## src/rtl/fft_stream_host_fsm.sv

```systemverilog
// Shared state encoding and constants for the FFT stream host.
package fft_stream_host_fsm;

  typedef enum logic [2:0] {
    host_IDLE,
    host_FETCH,
    host_SEND,
    host_WAIT_RES,
    host_RECV,
    host_DONE
  } host_fsm;

  localparam logic [1:0] BURST_INCR = 2'b01;

endpackage

```

## src/rtl/fft_host_watchdog.sv

```systemverilog
// Result-wait watchdog: counts enabled cycles and pulses expire on the last allowed cycle.
module fft_host_watchdog #(
  parameter int unsigned TIMEOUT_CYCLES = 65535
) (
  input  logic clk,
  input  logic rst,
  input  logic clr,
  input  logic en,
  output logic expire
);

  localparam int unsigned CntW = $clog2(TIMEOUT_CYCLES + 1);

  logic [CntW-1:0] cnt_q;

  always_ff @(posedge clk) begin
    if (rst || clr) begin
      cnt_q <= '0;
    end else if (en) begin
      cnt_q <= cnt_q + 1'b1;
    end
  end

  // The owner leaves the enabled state on expire, so the count never wraps.
  assign expire = en && (cnt_q == CntW'(TIMEOUT_CYCLES - 1));

endmodule

```

## src/rtl/fft_stream_host.sv

```systemverilog
// Upstream master for the FFT bridge: streams samples from a source RAM and stores results
// into a destination RAM under a start/busy/done interface with a result-wait watchdog.
module fft_stream_host
  import fft_stream_host_fsm::*;
#(
  parameter int unsigned DATA_WIDTH     = 32,
  parameter int unsigned IDX_WIDTH      = 12,
  parameter int unsigned TIMEOUT_CYCLES = 65535
) (
  input  logic                  i_clk,
  input  logic                  i_rst,
  input  logic                  i_START,
  input  logic [IDX_WIDTH-1:0]  i_SAMPLES_NUMBER,
  output logic                  o_SRC_RE,
  output logic [IDX_WIDTH-1:0]  o_SRC_ADDR,
  input  logic [DATA_WIDTH-1:0] i_SRC_DATA,
  output logic                  o_ARVALID,
  output logic [DATA_WIDTH-1:0] o_ARDATA,
  input  logic                  i_ARREADY,
  output logic [1:0]            o_ARBURST,
  input  logic                  i_AWVALID,
  input  logic [DATA_WIDTH-1:0] i_AWDATA,
  output logic                  o_AWREADY,
  output logic [1:0]            o_AWBURST,
  output logic                  o_DST_WE,
  output logic [IDX_WIDTH-1:0]  o_DST_ADDR,
  output logic [DATA_WIDTH-1:0] o_DST_DATA,
  output logic                  o_BUSY,
  output logic                  o_DONE,
  output logic                  o_TIMEOUT
);

  host_fsm               state_q, state_d;
  logic [IDX_WIDTH-1:0]  idx_q, idx_d;
  logic [IDX_WIDTH-1:0]  n_q, n_d;
  logic [DATA_WIDTH-1:0] ardata_q;
  logic                  fresh_q;
  logic                  last_idx;
  logic                  dst_we;
  logic                  wd_clr;
  logic                  wd_en;
  logic                  wd_expire;

  assign last_idx = (idx_q == n_q - 1'b1);

  always_ff @(posedge i_clk) begin
    if (i_rst) begin
      state_q  <= host_IDLE;
      idx_q    <= '0;
      n_q      <= '0;
      ardata_q <= '0;
      fresh_q  <= 1'b0;
    end else begin
      state_q <= state_d;
      idx_q   <= idx_d;
      n_q     <= n_d;
      fresh_q <= (state_q == host_FETCH);
      if (fresh_q) begin
        ardata_q <= i_SRC_DATA;
      end
    end
  end

  fft_host_watchdog #(
    .TIMEOUT_CYCLES(TIMEOUT_CYCLES)
  ) u_watchdog (
    .clk   (i_clk),
    .rst   (i_rst),
    .clr   (wd_clr),
    .en    (wd_en),
    .expire(wd_expire)
  );

  always_comb begin
    state_d    = state_q;
    idx_d      = idx_q;
    n_d        = n_q;
    o_SRC_RE   = 1'b0;
    o_SRC_ADDR = '0;
    o_ARVALID  = 1'b0;
    o_AWREADY  = 1'b0;
    dst_we     = 1'b0;
    o_DST_ADDR = '0;
    o_DST_DATA = '0;
    o_DONE     = 1'b0;
    o_TIMEOUT  = 1'b0;
    wd_clr     = 1'b0;
    wd_en      = 1'b0;

    unique case (state_q)
      host_IDLE: begin
        if (i_START) begin
          if (i_SAMPLES_NUMBER != '0) begin
            n_d     = i_SAMPLES_NUMBER;
            idx_d   = '0;
            state_d = host_FETCH;
          end else begin
            state_d = host_DONE;
          end
        end
      end
      host_FETCH: begin
        o_SRC_RE   = 1'b1;
        o_SRC_ADDR = idx_q;
        state_d    = host_SEND;
      end
      host_SEND: begin
        o_ARVALID = 1'b1;
        if (i_ARREADY) begin
          if (last_idx) begin
            idx_d   = '0;
            wd_clr  = 1'b1;
            state_d = host_WAIT_RES;
          end else begin
            idx_d   = idx_q + 1'b1;
            state_d = host_FETCH;
          end
        end
      end
      host_WAIT_RES: begin
        o_AWREADY = 1'b1;
        wd_en     = 1'b1;
        if (i_AWVALID) begin
          dst_we     = 1'b1;
          o_DST_ADDR = idx_q;
          o_DST_DATA = i_AWDATA;
          if (last_idx) begin
            idx_d   = '0;
            state_d = host_DONE;
          end else begin
            idx_d   = idx_q + 1'b1;
            state_d = host_RECV;
          end
        end else if (wd_expire) begin
          o_TIMEOUT = 1'b1;
          state_d   = host_IDLE;
        end
      end
      host_RECV: begin
        o_AWREADY = 1'b1;
        if (i_AWVALID) begin
          dst_we     = 1'b1;
          o_DST_ADDR = idx_q;
          o_DST_DATA = i_AWDATA;
          if (last_idx) begin
            idx_d   = '0;
            state_d = host_DONE;
          end else begin
            idx_d = idx_q + 1'b1;
          end
        end
      end
      host_DONE: begin
        o_DONE  = 1'b1;
        state_d = host_IDLE;
      end
      default: state_d = host_IDLE;
    endcase
  end

  // The first SEND cycle forwards RAM data directly; later cycles replay the captured word.
  assign o_ARDATA  = fresh_q ? i_SRC_DATA : ardata_q;
  // A reset cycle must not commit a result that is being aborted.
  assign o_DST_WE  = dst_we & ~i_rst;
  assign o_BUSY    = (state_q != host_IDLE);
  assign o_ARBURST = BURST_INCR;
  assign o_AWBURST = BURST_INCR;

endmodule

```

## config.mk

```make
export PLATFORM = sky130hd
export DESIGN_NAME = fft_stream_host
export DESIGN_NICKNAME = d
export VERILOG_FILES = /design/src/rtl/fft_stream_host_fsm.sv /design/src/rtl/fft_host_watchdog.sv /design/src/rtl/fft_stream_host.sv
export SDC_FILE = /design/constraint.sdc
export NUM_CORES = 1
export LEC_CHECK = 0
export CAP_MARGIN = 10
export CELL_PAD_IN_SITES_DETAIL_PLACEMENT = 2
export CELL_PAD_IN_SITES_GLOBAL_PLACEMENT = 2
export CORE_MARGIN = 5
export CORE_UTILIZATION = 24
export DETAILED_ROUTE_END_ITERATION = 10
export HOLD_SLACK_MARGIN = 0.05
export PLACE_DENSITY_LB_ADDON = 0.1
export SLEW_MARGIN = 5
export SYNTH_ARGS = -nofsm -noshare
export SYNTH_HDL_FRONTEND = slang
export SYNTH_SLANG_ARGS = --single-unit
```

## constraint.sdc

```tcl
create_clock -name i_clk -period 3 [get_ports i_clk]
set_clock_uncertainty 0.15 [all_clocks]
set_input_delay 0.6 -clock i_clk [delete_from_list [all_inputs] [get_ports i_clk]]
set_output_delay 0.6 -clock i_clk [all_outputs]
set_load 0.005 [all_outputs]
```

==> results.md <==
* Fin. Hold Viols at 0
* ANT cells at 0
* Vias at 4099
* Die height at 142 microns
* Ys Warns at 0
* Post-Layout Cell Count at 882
* Sequential share of the synthesized area at 0.366
* Worst path required time at 2.25 ns
* Post-route ant nets at 0
* Placer Congestion at about 0.79
* Gr ovfl total at 0
* Net Sw Frac at 0.302
* Tcrit/Tclk final at 0.960
* #FFs+latches synth at 76
* RSZ-0062 raised after global routing: no
* Hold Crit Class: flop to flop
* R2r setup slk at approximately 0.16 ns
* Setup TNS at 0 ns
* DR iter-0 viols at between 60 and 70
* CP Class: flop to primary output
* DR DRC count at 0
* Combinational power share at 0.277
* TritonCTS clock tree: built
* Top FF cell, synth: dfxtp_1
* IO buf count at 175
* Max-Cap Viols at 0
* Core box area at 0.0171 sq mm
* Power density over the cells at 458 mW/mm^2
* Per-cell routed wire length at 18.4 microns
* Share of layout cells above drive strength 1 at 0.129
* Max-slew violation count at 0
* Switch Pwr at 0.910 mW
* Layout area overhead at 58.8%
* CTS Buf Count at 9
* Ys async rst share at 0
* Starting Density at 0.243
* Sequential share of power at 0.365
* Routed vias/inst at approximately 4.6
* CP endpoint kind: primary output
* Hold buffers post-CTS at 0
* Width of the die at 142 microns
* Cell area after synthesis at around 0.0042 sq mm
* Overall Global Routing Usage at 0.161
* Outcome: finished clean
* Mean post-synth cell area at 8.80 sq um
* Clk slew on worst S/H paths at about 0.060 ns
* H-tree Lvls at 3
* Ports at 180
* Drt total wl at 16300 microns
* Post-synth EDFFs at 0
* Fin nets at between 700 and 800
* Initial antenna violation count at 0
* Worst Reg-to-Reg Cells at 7
* Actual slew at the worst max-slew pin at 0.523 ns
* Worst skew pair latency at 0.35 ns
* Static Leakage at ~2.7 nW
* Max Freq at ~350 MHz
* Int Pwr at 2.11 mW
* Synth unique cells at 54
* Root buf cell: clkbuf_16
* Max Root-Sink Buffers at 2
* Row count at 48
* Filler Cells Inserted at between 1500 and 2000
* CP arrival at around 2.1 ns
* Maximum fanout along the worst path at 15
* Hold path depth at 2
* Final setup viols at 0
* Max VDD drop at ~0.00027 V
* First-pass GRT wire length at around 25000 microns
* Drt first pass iters at 6
* Clock share of power at 0.358
* Critical path startpoint category: flop
* TritonCTS Sinks at 76
* Number of global-route vias before repair at 4419
* Slew HR at 0.650
* # placed instances at 866
* Post-DP HPWL at 12900 microns
* Die ar. at 0.0200 sq mm
* Post-Synthesis Cells at 472
* Pin count of the biggest net entering global routing at 47
* Tmin final at 2.88 ns
[power by group through the flow]
stage	sequential, mW	combinational, mW	clock [mW]
after floorplan	1.12	0.430	0
after global placement	1.12	0.815	0
after detailed placement	1.12	0.841	0
after CTS	1.10	0.848	1.13
after global routing	1.11	0.907	1.16
final	1.10	0.835	1.08
[final timing paths]
kind,startpoint,end
setup / recovery,state_q[0],o_SRC_ADDR[8]
hold reg to reg,u_watchdog.cnt_q[0],u_watchdog.cnt_q[0]
setup reg to reg,n_q[4],u_watchdog.cnt_q[2]
hold / removal,u_watchdog.cnt_q[0],u_watchdog.cnt_q[0]
[repair_timing]
| action | 4_1_cts | 5_1_grt |
|---|---|---|
| buffers inserted | 0 | 0 |
| resized for setup | 2 | 3 |
| endpoints found under the hold margin | 0 | 0 |
| setup endpoints to repair | 45 | 7 |
[cell usage after synthesis, types with 2 or more instances]
master,n,share of area
and2_1,45,0.068
clkbuf_1,23,0.021
a21oi_1,5,0.0060
or4_1,3,0.0054
nor3_1,9,0.011
buf_6,2,0.0054
conb_1,2,0.0018
ha_1,4,0.012
o21ai_0,5,0.0060
mux2i_1,15,0.036
mux2_2,32,0.087
nor3b_1,4,0.0072
o211ai_1,3,0.0054
and3_1,51,0.077
dfxtp_1,76,0.37
nand3b_1,2,0.0036
buf_1,4,0.0036
o21bai_1,2,0.0036
nand2_1,19,0.017
a211oi_1,6,0.011
xnor2_1,19,0.040
nor4_1,7,0.011
inv_1,9,0.0081
o21a_1,2,0.0036
nand2b_1,3,0.0045
o31ai_4,2,0.010
nand3_1,10,0.012
nand4_1,7,0.011
nor2_1,53,0.048
and4_1,2,0.0042
buf_4,4,0.0072
xor2_1,16,0.034
or3_1,4,0.0060
o22ai_1,2,0.0030
[critical path, cell delays in order, from the launching register on]
cell and delay, ns:
dfxtp_1 0.40, buf_4 0.22, nor3b_1 0.23, buf_4 0.25, and2_1 0.16, clkdlybuf4s50_1 0.52
[stage by stage]
step,hold WS (ns),setup WS (ns),area (sq um),utilization,power (mW)
finish,0.362,0.120,6590,0.385,3.02
global route,0.398,0.0206,6590,0.385,3.18
CTS,0.372,0.0348,6580,0.384,3.08
detailed placement,0.365,0.0482,6280,0.367,1.97
global placement,0.337,0.0927,6280,0.367,1.93
floorplan,0.312,0.288,4160,-,1.55
[sequential cells by signal, indices dropped and copies added (netlist names)]
name	flops
idx_q	12
state_q	3
n_q	12
fresh_q	1
ardata_q	32
u_watchdog.cnt_q	16
[logic make-up after synthesis]
group | after synthesis | synth area share
xor+xnor | 35 | 0.0738
compound gates | 39 | 0.0795
other cells | 2 | 0.00181
buf+inv | 44 | 0.0476
fa+ha+maj | 4 | 0.0121
simple gates | 225 | 0.296
flops | 76 | 0.366
mux | 47 | 0.123
[routing by layer]
layer  part of all wire  global-route usage  vias up  wire length (microns)
li1                   -                   -     1996                      -
met1               0.47               0.209     1963                   7570
met2               0.47               0.270      128                   7710
met3              0.047              0.0310       12                    762
met4              0.013              0.0485        0                    208
met5                  0                   0        -                      0
[area by class of cell]
cell class                 instances  area [sq um]  area share
multi-input combinational        354          2450       0.372
timing repair buffer             202          2010       0.305
sequential                        76          1530       0.231
tap                              225           282      0.0427
clock buffer                       9           225      0.0342
clock inverter                     7          66.3      0.0101
inverter                           9          33.8     0.00512
[layout by cell type (no fill, tap or decap), types with 7 or more instances in the layout]
| cell type | instances |
|---|---|
| nand3_1 | 10 |
| buf_4 | 22 |
| nand4_1 | 7 |
| clkbuf_16 | 9 |
| xor2_1 | 16 |
| nor2_1 | 53 |
| inv_1 | 9 |
| dfxtp_1 | 75 |
| xnor2_1 | 19 |
| and3_1 | 51 |
| mux2i_1 | 15 |
| nand2_1 | 19 |
| mux2_2 | 32 |
| clkdlybuf4s50_1 | 175 |
| nor4_1 | 7 |
| and2_1 | 45 |
| nor3_1 | 9 |
No activity file was read; power rests on OpenSTA's default activity.
